File: src/rtl/spi_mitm_sequencer.sv
// rtl/spi_mitm_sequencer.sv - per-frame SPI MITM controller: MOSI trigger match and MISO byte substitution
module spi_mitm_sequencer #(
  parameter int DATA_SIZE   = 8,
  parameter int CNT_W       = 4,
  parameter int SYNC_STAGES = 2
) (
  input  logic                 sys_clk,
  input  logic                 rst,
  input  logic                 ss_in,
  input  logic                 sclk_in,
  input  logic                 mosi_in,
  input  logic [DATA_SIZE-1:0] cfg_trigger,
  input  logic [DATA_SIZE-1:0] cfg_replace,
  input  logic [CNT_W-1:0]     cfg_count,
  input  logic                 cfg_arm,
  output logic                 armed,
  output logic                 frame_active,
  output logic                 miso_sel,
  output logic                 miso_repl_bit,
  output logic [DATA_SIZE-1:0] mosi_byte,
  output logic                 byte_done,
  output logic                 hit
);

  localparam int BCW = $clog2(DATA_SIZE + 1);
  localparam logic [BCW-1:0] LAST_BIT = BCW'(DATA_SIZE - 1);

  typedef enum logic [1:0] {IDLE, WAIT_TRIG, REPLACE, PASS} state_t;

  state_t                 state;
  logic [SYNC_STAGES-1:0] ss_sync, sclk_sync, mosi_sync;
  logic                   ss_d, sclk_d;
  logic                   ss_s, sclk_s, mosi_s;
  logic                   ss_rise, ss_fall, sclk_rise, sclk_fall;
  logic [BCW-1:0]         bit_cnt;
  logic [DATA_SIZE-1:0]   shift_in;
  logic [DATA_SIZE-1:0]   out_sr;
  logic [CNT_W-1:0]       rem;
  logic [DATA_SIZE-1:0]   new_byte;
  logic                   byte_end;
  logic                   trig_hit;

  // Synchronizers; ss chain resets high so a mid-frame reset release is not seen as a frame start
  always_ff @(posedge sys_clk or posedge rst) begin
    if (rst) begin
      ss_sync   <= '1;
      sclk_sync <= '0;
      mosi_sync <= '0;
    end else begin
      ss_sync   <= {ss_sync[SYNC_STAGES-2:0], ss_in};
      sclk_sync <= {sclk_sync[SYNC_STAGES-2:0], sclk_in};
      mosi_sync <= {mosi_sync[SYNC_STAGES-2:0], mosi_in};
    end
  end

  assign ss_s   = ss_sync[SYNC_STAGES-1];
  assign sclk_s = sclk_sync[SYNC_STAGES-1];
  assign mosi_s = mosi_sync[SYNC_STAGES-1];

  // Edge-detect delay flops; previous-SS starts high so ss must be seen low before a frame can start
  always_ff @(posedge sys_clk or posedge rst) begin
    if (rst) begin
      ss_d   <= 1'b1;
      sclk_d <= 1'b0;
    end else begin
      ss_d   <= ss_s;
      sclk_d <= sclk_s;
    end
  end

  assign ss_rise   = ss_s & ~ss_d;
  assign ss_fall   = ~ss_s & ss_d;
  assign sclk_rise = sclk_s & ~sclk_d;
  assign sclk_fall = ~sclk_s & sclk_d;

  // Byte being completed by this rising edge, and whether it fires the trigger
  always_comb begin
    new_byte = {shift_in[DATA_SIZE-2:0], mosi_s};
    byte_end = (state != IDLE) && !ss_fall && sclk_rise && (bit_cnt == LAST_BIT);
    trig_hit = byte_end && (state == WAIT_TRIG) && (new_byte == cfg_trigger);
  end

  // Frame sequencer: capture, trigger compare, replacement shift-out and one-shot arming
  always_ff @(posedge sys_clk or posedge rst) begin
    if (rst) begin
      state         <= IDLE;
      armed         <= 1'b0;
      frame_active  <= 1'b0;
      miso_sel      <= 1'b0;
      miso_repl_bit <= 1'b0;
      mosi_byte     <= '0;
      byte_done     <= 1'b0;
      hit           <= 1'b0;
      bit_cnt       <= '0;
      shift_in      <= '0;
      out_sr        <= '0;
      rem           <= '0;
    end else begin
      byte_done <= 1'b0;
      hit       <= 1'b0;

      // A new arm request wins over the hit that consumes the current one
      if (cfg_arm) begin
        armed <= 1'b1;
      end else if (trig_hit) begin
        armed <= 1'b0;
      end

      if (ss_fall) begin
        // Frame end cancels any partial byte and any pending replacement
        state         <= IDLE;
        frame_active  <= 1'b0;
        miso_sel      <= 1'b0;
        miso_repl_bit <= 1'b0;
        bit_cnt       <= '0;
        shift_in      <= '0;
        rem           <= '0;
      end else if (state == IDLE) begin
        if (ss_rise) begin
          frame_active <= 1'b1;
          bit_cnt      <= '0;
          shift_in     <= '0;
          state        <= armed ? WAIT_TRIG : PASS;
        end
      end else begin
        if (sclk_rise) begin
          shift_in <= new_byte;
          if (byte_end) begin
            mosi_byte <= new_byte;
            byte_done <= 1'b1;
            bit_cnt   <= '0;
            if (trig_hit) begin
              hit <= 1'b1;
              if (cfg_count != '0) begin
                rem   <= cfg_count;
                state <= REPLACE;
              end else begin
                state <= PASS;
              end
            end else if (state == REPLACE) begin
              rem <= rem - CNT_W'(1);
              if (rem == CNT_W'(1)) begin
                state <= PASS;
              end
            end
          end else begin
            bit_cnt <= bit_cnt + BCW'(1);
          end
        end

        if (sclk_fall) begin
          if (state == REPLACE) begin
            if (bit_cnt == '0) begin
              out_sr        <= cfg_replace;
              miso_sel      <= 1'b1;
              miso_repl_bit <= cfg_replace[DATA_SIZE-1];
            end else begin
              out_sr        <= out_sr << 1;
              miso_repl_bit <= out_sr[DATA_SIZE-2];
            end
          end else begin
            // Dropping on the fall keeps the final replaced bit valid across its rising edge
            miso_sel      <= 1'b0;
            miso_repl_bit <= 1'b0;
          end
        end
      end
    end
  end

endmodule

File: config.mk
export PLATFORM = sky130hd
export DESIGN_NAME = spi_mitm_sequencer
export DESIGN_NICKNAME = d
export VERILOG_FILES = /design/src/rtl/spi_mitm_sequencer.sv
export SDC_FILE = /design/constraint.sdc
export NUM_CORES = 1
export LEC_CHECK = 0
export BUFFER_PORTS_ARGS = -buffer_cell sky130_fd_sc_hd__buf_2
export CORE_MARGIN = 2
export CORE_UTILIZATION = 59
export CTS_BUF_LIST = sky130_fd_sc_hd__clkbuf_8 sky130_fd_sc_hd__clkbuf_16
export DETAILED_ROUTE_END_ITERATION = 10
export PLACE_DENSITY = 0.89
export SYNTH_ARGS = -nofsm -noshare
export SYNTH_HDL_FRONTEND = slang
export SYNTH_SLANG_ARGS = --single-unit
File: constraint.sdc
create_clock -name sys_clk -period 4.16 [get_ports sys_clk]
set_input_delay 0.208 -clock sys_clk [delete_from_list [all_inputs] [get_ports sys_clk]]
set_output_delay 0.208 -clock sys_clk [all_outputs]
set_load 0.02 [all_outputs]
==> results of run 1 <==
critical path, cell delays in order (launching register included):
cell,delay [ns]
dfstp_2,0.53
inv_1,0.04
ha_1,0.26
o21ba_2,0.32
nand3_2,0.24
inv_1,0.36
nand4_1,0.28
mux2_2,0.34
a32o_1,0.20
registers in the layout, summed over array words and instances (netlist names), 4 cells and up:
name and flops:
mosi_byte 8, out_sr 7, shift_in 7, bit_cnt 4
rem 4
power by group through the flow:
stage	Sequential [mW]	Clock, mW	Combinational (mW)
global placement	0.514	0	0.192
finish	0.507	0.336	0.198
global route	0.512	0.362	0.221
floorplan	0.510	0	0.146
CTS	0.507	0.343	0.200
detailed placement	0.516	0	0.199
kinds of logic (layout without fill, tap and decap cells):
kind of cell | count (synthesis) | count (layout)
xor gates and xnor gates | 10 | 10
AOI/OAI and AO/OA | 40 | 40
buffers and inverters | 19 | 64
DFF | 46 | 46
adders and majority gates | 5 | 5
and+or+nand+nor | 77 | 77
muxes | 13 | 13
cell type report:
type / count / area (um2)
Sequential cell: 46 / 1155
Fill cell: 270 / 1047
Multi-Input combinational cell: 145 / 969.7
Timing Repair Buffer: 44 / 240.2
Clock buffer: 6 / 82.58
Tap cell: 48 / 60.06
Inverter: 12 / 45.04
Clock inverter: 2 / 33.78
how the worst min path moves through the flow:
stage               startpoint            to  slack (ns)  cells after the start
floorplan                ss_in    ss_sync[0]        0.21                      0
finish                     rst  mosi_byte[0]        0.03                      3
global placement         ss_in    ss_sync[0]        0.31                      1
CTS                    sclk_in  sclk_sync[0]       0.003                      1
global route           cfg_arm         armed        0.09                      2
detailed placement       ss_in    ss_sync[0]        0.31                      1
cell usage in the layout (no fill, tap or decap), types with 2 or more instances in the layout:
| master | Yosys | routed |
|---|---|---|
| a21o_1 | 2 | 2 |
| a21oi_1 | 6 | 6 |
| a22o_1 | 6 | 6 |
| a22o_2 | 2 | 2 |
| and4_1 | 2 | 2 |
| buf_2 | 2 | 39 |
| buf_4 | 0 | 2 |
| clkbuf_8 | 0 | 6 |
| dfrtp_1 | 43 | 43 |
| dfstp_2 | 3 | 3 |
| dlygate4sd3_1 | 0 | 3 |
| ha_1 | 5 | 5 |
| inv_1 | 12 | 12 |
| mux2_2 | 2 | 2 |
| mux2i_1 | 11 | 11 |
| nand2_1 | 35 | 35 |
| nand2b_1 | 2 | 2 |
| nand3_1 | 3 | 3 |
| nand4_1 | 3 | 3 |
| nor2_1 | 10 | 10 |
| nor2b_1 | 3 | 3 |
| nor3_1 | 6 | 6 |
| nor3b_1 | 2 | 2 |
| nor4_1 | 4 | 4 |
| o21ai_0 | 11 | 11 |
| o21bai_1 | 2 | 2 |
| or3_1 | 2 | 2 |
| or4_1 | 2 | 2 |
| xor2_1 | 9 | 9 |
metal layers:
layer	share of wire, %	track usage (%)	up-vias
met5	0	0	-
met1	45	29.57	793
li1	-	-	825
met3	5.8	4.514	12
met2	47	36.86	50
met4	2.4	10.68	0
stage by stage:
step / instances / setup slack (ns) / cell area [um2]
after CTS: 301 / 1.459 / 2566
final: 303 / 1.492 / 2586
after detailed placement: 292 / 1.486 / 2440
after global routing: 303 / 1.277 / 2586
after global placement: 292 / 1.583 / 2440
after floorplan: 210 / 2.002 / 2200
repair_timing:
| item | 4_1_cts | 5_1_grt |
|---|---|---|
| resized for setup | 0 | 0 |
| endpoints found under the hold margin | 1 | 2 |
| hold buffers | 1 | 2 |
==> summary.txt, run 1 <==
Drt
  – Drt initial violations: 168
  – Overall routed net length: 4182 um
  – Routed wire per std cell: 13.80 um
  – Routed Antenna Nets: 0
  – Via/cell ratio: 5.545
  – Drt first pass iters: 4
  – DR vias: 1680
  – DR DRC count: 0

Placed design
  – DPL Wire Length: 3054 um
  – Final Wtd Congestion: 0.8159
  – Port Buf Inserts: 39

Worst setup path
  – Setup crit end: rem[3]
  – Worst reg2reg path depth: 8
  – CP startpoint kind: flop
  – Crit Path Max Fanout: 13
  – R2r startpoint: ss_sync[1]
  – Worst Setup SP: ss_sync[1]
  – Worst EP arrival: 2.86 ns
  – Critical path required time: 4.35 ns
  – Crit Path Category: flop to flop
  – Worst R2R Setup Slack: 1.49 ns
  – Element type at the critical path end: flop
  – Reg2reg end: rem[3]

Synth
  – Mapped Area: 2200 um2
  – Main flop type after synthesis: dfrtp_1
  – Leading area contributor after synthesis: dfrtp_1
  – Synthesized Nets: 241
  – Register area share after synthesis: 52.50%
  – Number of distinct library cells after synthesis: 44
  – Synth Register Bits: 46
  – Simple-gate area share of the yosys netlist: 17.41%
  – Warnings, synthesis: 0
  – Top-count cell post-synth: dfrtp_1
  – Post-synth EDFFs: 0
  – Cells after Synth: 210
  – Share of the synthesized area in the top cell type: 48.92%
  – Async S/R FF share, synth: 100.0%
  – Post-synthesis compound-gate area fraction: 13.82%
  – Synth top area cells: dfrtp_1 (49%), nand2_1 (6.0%), mux2i_1 (5.0%)
  – Syn Area/Cell: 10.47 um2
  – Leading post-synthesis cells by instance count: dfrtp_1 (43), nand2_1 (35), inv_1 (12), mux2i_1 (11), o21ai_0 (11)
  – Mux share of post-synthesis cell area: 6.030%
  – Synth Area in XOR/XNOR: 3.982%
  – Adder-Cell Fraction of Synth Area: 2.844%
  – Largest family of logic cells by synthesized area: simple AND/OR/NAND/NOR gates

Power
  – Tot Pwr: 1.042 mW
  – LEAKAGE: 1.343 nW
  – Psw: 277.3 uW
  – PwrDens: 402.8 nW/um2
  – Sw frac: 26.62%
  – Peak VDD IR: 0.2670 mV
  – Clock power share: 32.3%
  – Comb power frac: 19.0%
  – Flop pwr share: 48.7%
  – Internal power: 764.5 uW

Worst hold path
  – Hold Path Class: input port to async pin

Clock tree
  – Sink Count: 46
  – Setup Buffers After CTS: 0
  – Clk_lat worst skew: 0.30 ns
  – CTS tree: done
  – Clk slew on worst S/H paths: 0.09 ns
  – Root buffer cell: clkbuf_8
  – Num CTS Buffers: 5
  – H-Tree Level Count: 2
  – Buffer depth of the longest clock path: 2

Timing
  – Setup_tns: 0 ns
  – # setup viols final: 0
  – Fin Clk Skew: 0.009270 ns
  – RSZ-0062 raised after global routing: false
  – Hold slack: 0.03216 ns
  – Fin crit period: 2.668 ns
  – Max_slew headroom: 57.37%
  – Final period util: 64.14%
  – FMAX: 374.8 MHz
  – Tightest Pin Transition: 0.6371 ns
  – Fin. Hold Viols: 0
  – Slew Limit Fails: 0

Global routing
  – Largest net degree at the start of global routing: 47
  – Gr usage total: 22.76%
  – Vias in the first global route: 1579
  – Initial antenna violation count: 0
  – Total grt overflow: 0
  – First-pass GRT wire length: 7203 um

Finish
  – Nets@finish: 285
  – ANT cells: 0
  – Fin util: 71.18%
  – Area Growth Syn to Fin: 17.58%
  – Fraction of layout cells with a size suffix above 1: 23.92%

Floorplan
  – Die area: 4233 um2
  – Initial Util: 60.54%
  – Die width: 65.06 um
  – Die H: 65.06 um
  – FP Rows: 22
  – Num ports: 40
  – Core Area: 3633 um2

Flow run
  – Maxcap violations: 0

Outcome
  – Status: finished clean
(Power assumes the default switching activity.)
==> run 2, diff against run 1 <==
Settings changed: CORE_UTILIZATION 59 to 49, PLACE_DENSITY 0.89 to 0.79.
Clock period 4.16 ns to 2.3 ns, I/O delays scaled along.
==> run 2 against run 1 <==
Compared with the run above: global-route usage decreased by 3.1 points; via count is 2.6% higher; clock skew down 0.00070 ns; critical path type unchanged.
==> summary.txt, run 2 (synthesis gave the netlist of run 1 again) <==
Worst setup path
  – CP startpoint kind: flop
  – Critical path required time: 2.48 ns (-1.87 ns)
  – Worst EP arrival: 2.31 ns (-0.55 ns)
  – Worst reg2reg path depth: 7 (-1)
  – Crit Path Category: flop to flop
  – Crit Path Max Fanout: 5 (-8)
  – Element type at the critical path end: flop

Finish
  – Fraction of layout cells with a size suffix above 1: 25.86% (+1.9 points)
  – Largest regs: mosi_byte x8, out_sr x7, shift_in x7
  – Largest register FFs: 8 (unchanged)
  – Most frequent cells in the layout: dfrtp_1 (43), buf_2 (39), nand2_1 (35)
  – Top reg by flops: mosi_byte
  – Area Growth Syn to Fin: 19.62%
  – # fillers: 359 (+33%)
  – ANT cells: 0 (unchanged)
  – Nets@finish: 293 (+2.8%)
  – Commonest non-fill, non-tap cell in the layout: dfrtp_1

Floorplan
  – Die area: 5041 um2 (+19%)
  – Core Area: 4354 um2 (+20%)
  – FP Rows: 24 (+9.1%)
  – Num ports: 40 (unchanged)
  – Initial Util: 50.52% (-10 points)
  – Die width: 71 um (+9.1%)
  – Die H: 71 um (+9.1%)

Power
  – LEAKAGE: 1.372 nW (+2.2%)
  – PwrDens: 677.8 nW/um2 (+68%)
  – Peak VDD IR: 0.5469 mV (+100%)

Clock tree
  – Num CTS Buffers: 5 (unchanged)
  – CTS tree: done
  – Root buffer cell: clkbuf_8
  – Setup Buffers After CTS: 0 (unchanged)
  – Clk_lat worst skew: 0.29 ns (about the same)
  – Post-CTS Resized: 0 (unchanged)
  – Buffer depth of the longest clock path: 2 (unchanged)
  – Clk slew on worst S/H paths: 0.08 ns (about the same)
  – H-Tree Level Count: 2 (unchanged)
  – Sink Count: 46 (unchanged)

Timing
  – RSZ-0062 raised after global routing: false
  – Fin crit period: 2.130 ns (-0.5389 ns)
  – Fin. Hold Viols: 0 (unchanged)
  – Max_slew headroom: 62.75% (+5.4 points)
  – Fin Clk Skew: 0.008569 ns (-0.0007012 ns)
  – # setup viols final: 0 (unchanged)
  – Hold slack: 0.05730 ns (+0.02514 ns)
  – Final period util: 92.59% (+28 points)
  – Slew Limit Fails: 0 (unchanged)
  – FMAX: 469.6 MHz (+25%)
  – Setup_tns: 0 ns (unchanged)
  – Tightest Pin Transition: 0.5567 ns (-0.08040 ns)

Outcome
  – Status: finished clean

Worst hold path
  – Hold Crit Depth: 3
  – Hold Path Class: input port to flop

Global routing
  – Largest net degree at the start of global routing: 20 (-57%)
  – Total grt overflow: 0 (unchanged)
  – Vias in the first global route: 1720 (+8.9%)
  – Initial antenna violation count: 0 (unchanged)
  – Gr usage total: 19.61% (-3.1 points)
  – First-pass GRT wire length: 7810 um (+8.4%)

Placed design
  – DPL Wire Length: 3195 um (+4.6%)
  – Port Buf Inserts: 39 (unchanged)
  – Final Wtd Congestion: 0.9496 (+16%)

Drt
  – DR vias: 1723 (+2.6%)
  – Drt initial violations: 109 (-35%)
  – Routed wire per std cell: 14.06 um (+1.9%)
  – DR DRC count: 0 (unchanged)
  – Routed Antenna Nets: 0 (unchanged)
  – Overall routed net length: 4430 um (+5.9%)
  – Via/cell ratio: 5.470 (-1.3%)
  – Drt first pass iters: 5 (+1)

Flow run
  – Maxcap violations: 0 (unchanged)
==> run 2: power by group <==
group          internal (mW)  total (mW)  switching (mW)  leakage, nW
Combinational          0.170       0.372           0.202        0.731
Sequential             0.873       0.918          0.0457        0.588
Clock                  0.238       0.493           0.255       0.0524
==> run 2: worst max-delay path, stage by stage, from the launching register on <==
cell and delay (ns):
dfstp_2 0.54, inv_1 0.04, ha_1 0.20, o21ba_2 0.29, nand3_2 0.13, o41ai_4 0.46
mux2i_1 0.27, o22ai_2 0.09
==> run 2: layout make-up <==
class | instances | area, um2 | area share [%]
multi-input combinational | 145 | 969.7 | 36.85
sequential | 46 | 1155 | 43.89
timing repair buffer | 52 | 305.3 | 11.60
inverter | 12 | 45.04 | 1.712
clock inverter | 2 | 8.758 | 0.3329
clock buffer | 6 | 82.58 | 3.138
tap | 52 | 65.06 | 2.473
==> run 2: path summary, 6_finish.rpt <==
kind	slack, ns	to	from
min reg2reg	0.35	sclk_sync[1]	sclk_sync[0]
min in group asynchronous	0.32	state[0]	rst
max reg2reg	0.17	rem[2]	ss_sync[1]
max in group asynchronous	1.41	ss_sync[0]	rst
min	0.06	out_sr[0]	cfg_replace[0]
max	0.17	rem[2]	ss_sync[1]
==> run 2: routing by layer <==
layer,vias to the layer above,GRT usage [%],wire length (um)
met5,-,0,0
met4,0,6.709,41
met3,6,4.416,197
met2,52,33.13,2235
met1,817,24.98,1956
li1,848,-,-
==> run 2: through the flow <==
step | cells | total power, mW | area, um2 | worst slack (ns) | util (%)
6_report | 315 | 1.783 | 2631 | 0.1705 | 60.43
5_1_grt | 315 | 1.890 | 2631 | 0.02407 | 60.43
4_1_cts | 315 | 1.805 | 2631 | 0.1756 | 60.43
3_5_place_dp | 302 | 1.301 | 2490 | 0.2008 | 57.18
3_3_place_gp | 302 | 1.288 | 2490 | 0.2429 | 57.18
2_1_floorplan | 210 | 1.187 | 2200 | 0.1419 | -
==> run 2: timing repair <==
item                                   CTS  global route
hold buffers                             5             0
endpoints found under the hold margin   15             0
setup endpoints to repair                0             0
==> run 3, diff against run 2 <==
Settings changed: HOLD_SLACK_MARGIN from default to 0.08, RECOVER_POWER from default to 50.
==> run 3 against run 2 <==
Compared with the run above: die area unchanged; clock-buffer cell count unchanged; largest power group unchanged; worst hold slack better by 0.055 ns; critical endpoint unchanged; highest routed layer unchanged; clock power about the same; critical path type unchanged.
==> summary.txt, run 3 (synthesis gave the netlist of run 1 again) <==
Drt
  – Drt first pass iters: 4 (-1)
  – Drt initial violations: 122 (+12%)
  – Routed wire per std cell: 14.07 um (about the same)
  – Routed Antenna Nets: 0 (unchanged)
  – Via/cell ratio: 5.446 (-0.43%)
  – DR vias: 1721 (-0.12%)
  – DR DRC count: 0 (unchanged)
  – Overall routed net length: 4445 um (+0.34%)

Global routing
  – Largest net degree at the start of global routing: 20 (unchanged)
  – Vias in the first global route: 1732 (+0.70%)
  – First-pass GRT wire length: 7838 um (+0.36%)
  – Gr usage total: 19.67% (+0.060 points)
  – Initial antenna violation count: 0 (unchanged)
  – Total grt overflow: 0 (unchanged)

Timing
  – # setup viols final: 0 (unchanged)
  – FMAX: 469.4 MHz (about the same)
  – RSZ-0062 raised after global routing: false
  – Fin crit period: 2.130 ns (+0.0006760 ns)
  – Slew Limit Fails: 0 (unchanged)
  – Max_slew headroom: 35.58% (-27 points)
  – Fin Clk Skew: 0.007909 ns (-0.0006604 ns)
  – Fin. Hold Viols: 0 (unchanged)
  – Final period util: 92.62% (about the same)
  – Setup_tns: 0 ns (unchanged)
  – Tightest Pin Transition: 0.9664 ns (+0.4096 ns)

Floorplan
  – Die width: 71 um (unchanged)
  – Die area: 5041 um2 (unchanged)
  – Initial Util: 50.52% (unchanged)
  – Num ports: 40 (unchanged)
  – Die H: 71 um (unchanged)
  – Core Area: 4354 um2 (unchanged)
  – FP Rows: 24 (unchanged)

Finish
  – Top reg by flops: mosi_byte
  – Commonest non-fill, non-tap cell in the layout: dfrtp_1
  – Most frequent cells in the layout: dfrtp_1 (43), nand2_1 (35), buf_2 (26)
  – Largest register FFs: 8 (unchanged)
  – Fraction of layout cells with a size suffix above 1: 19.70% (-6.2 points)
  – Post-route design area: 2618 um2 (-0.52%)
  – Nets@finish: 294 (+0.34%)
  – ANT cells: 0 (unchanged)
  – Largest regs: mosi_byte x8, out_sr x7, shift_in x7
  – Final Non-Filler Cells: 316 (+0.32%)
  – Area Growth Syn to Fin: 19.00%

Placed design
  – Port Buf Inserts: 39 (unchanged)
  – Placed inst area: 2490 um2 (unchanged)
  – DPL Wire Length: 3195 um (unchanged)
  – Placed insts: 302 (unchanged)
  – Final Wtd Congestion: 0.9496 (unchanged)

Clock tree
  – Num CTS Buffers: 5 (unchanged)
  – H-Tree Level Count: 2 (unchanged)
  – Post-CTS Resized: 0 (unchanged)
  – Clk_lat worst skew: 0.29 ns (about the same)
  – Sink Count: 46 (unchanged)
  – Clk slew on worst S/H paths: 0.08 ns (about the same)
  – Root buffer cell: clkbuf_8
  – CTS tree: done
  – Buffer depth of the longest clock path: 2 (unchanged)

Worst setup path
  – R2r startpoint: ss_sync[1]
  – Worst reg2reg path depth: 7 (unchanged)
  – Crit Path Max Fanout: 5 (unchanged)
  – Worst R2R Setup Slack: 0.17 ns (about the same)
  – Setup crit end: rem[2]
  – Worst Setup SP: ss_sync[1]
  – Reg2reg end: rem[2]
  – Crit Path Category: flop to flop
  – CP startpoint kind: flop
  – Element type at the critical path end: flop
  – Worst EP arrival: 2.31 ns (about the same)
  – Critical path required time: 2.47 ns (about the same)

Flow run
  – Maxcap violations: 0 (unchanged)

Power
  – LEAKAGE: 1.315 nW (-4.2%)
  – PwrDens: 680.2 nW/um2 (+0.35%)
  – Peak VDD IR: 0.5460 mV (-0.18%)

Outcome
  – Status: finished clean

Worst hold path
  – Hold Path Class: input port to flop
run 3: worst min-delay path by stage:
stage                       to            from  cells after the start
finish               out_sr[1]  cfg_replace[1]                      3
global route         out_sr[4]  cfg_replace[4]                      3
CTS                  out_sr[1]  cfg_replace[1]                      3
detailed placement  bit_cnt[0]             rst                      2
global placement    bit_cnt[3]             rst                      2
floorplan           ss_sync[0]           ss_in                      0
run 3: per-layer routing:
| metal | global-route usage (%) | vias to the layer above | routed length, um | part of all wire, % |
|---|---|---|---|---|
| met5 | 0 | - | 0 | 0 |
| met4 | 6.709 | 0 | 30 | 0.67 |
| met3 | 4.416 | 4 | 213 | 4.8 |
| met2 | 33.33 | 50 | 2243 | 50 |
| met1 | 24.98 | 817 | 1958 | 44 |
| li1 | - | 850 | - | - |
run 3: critical path: stages (launching register included):
cell	delay, ns
dfstp_2	0.54
inv_1	0.04
ha_1	0.20
o21ba_2	0.29
nand3_2	0.13
o41ai_4	0.46
mux2i_1	0.27
o22ai_2	0.09
run 3: power breakdown:
group          total (mW)  switching [mW]  internal (mW)
clock               0.492           0.254          0.238
sequential          0.919          0.0460          0.873
combinational       0.370           0.202          0.168
run 3: timing repair:
item	in CTS	in global routing
hold buffers	6	0
hold endpoints to repair	18	0
setup buffers	0	0
run 3: layout make-up:
class                           instances  area, um2
Tap cell                               52      65.06
Fill cell                             365       1737
Inverter                               12      45.04
Sequential cell                        46       1155
Clock inverter                          2      8.758
Timing Repair Buffer                   53      291.5
Multi-Input combinational cell        145      969.7
Clock buffer                            6      82.58
run 3: metrics by stage:
step                hold WS [ns]  worst slack (ns)  utilization [%]  total power, mW
global placement         0.09230            0.2429            57.18            1.288
floorplan                 0.1195            0.1419                -            1.187
detailed placement       0.09403            0.2008            57.18            1.301
finish                    0.1127            0.1698            60.11            1.780
global route              0.1385           0.02407            60.11            1.888
CTS                       0.1045            0.1756            60.66            1.806
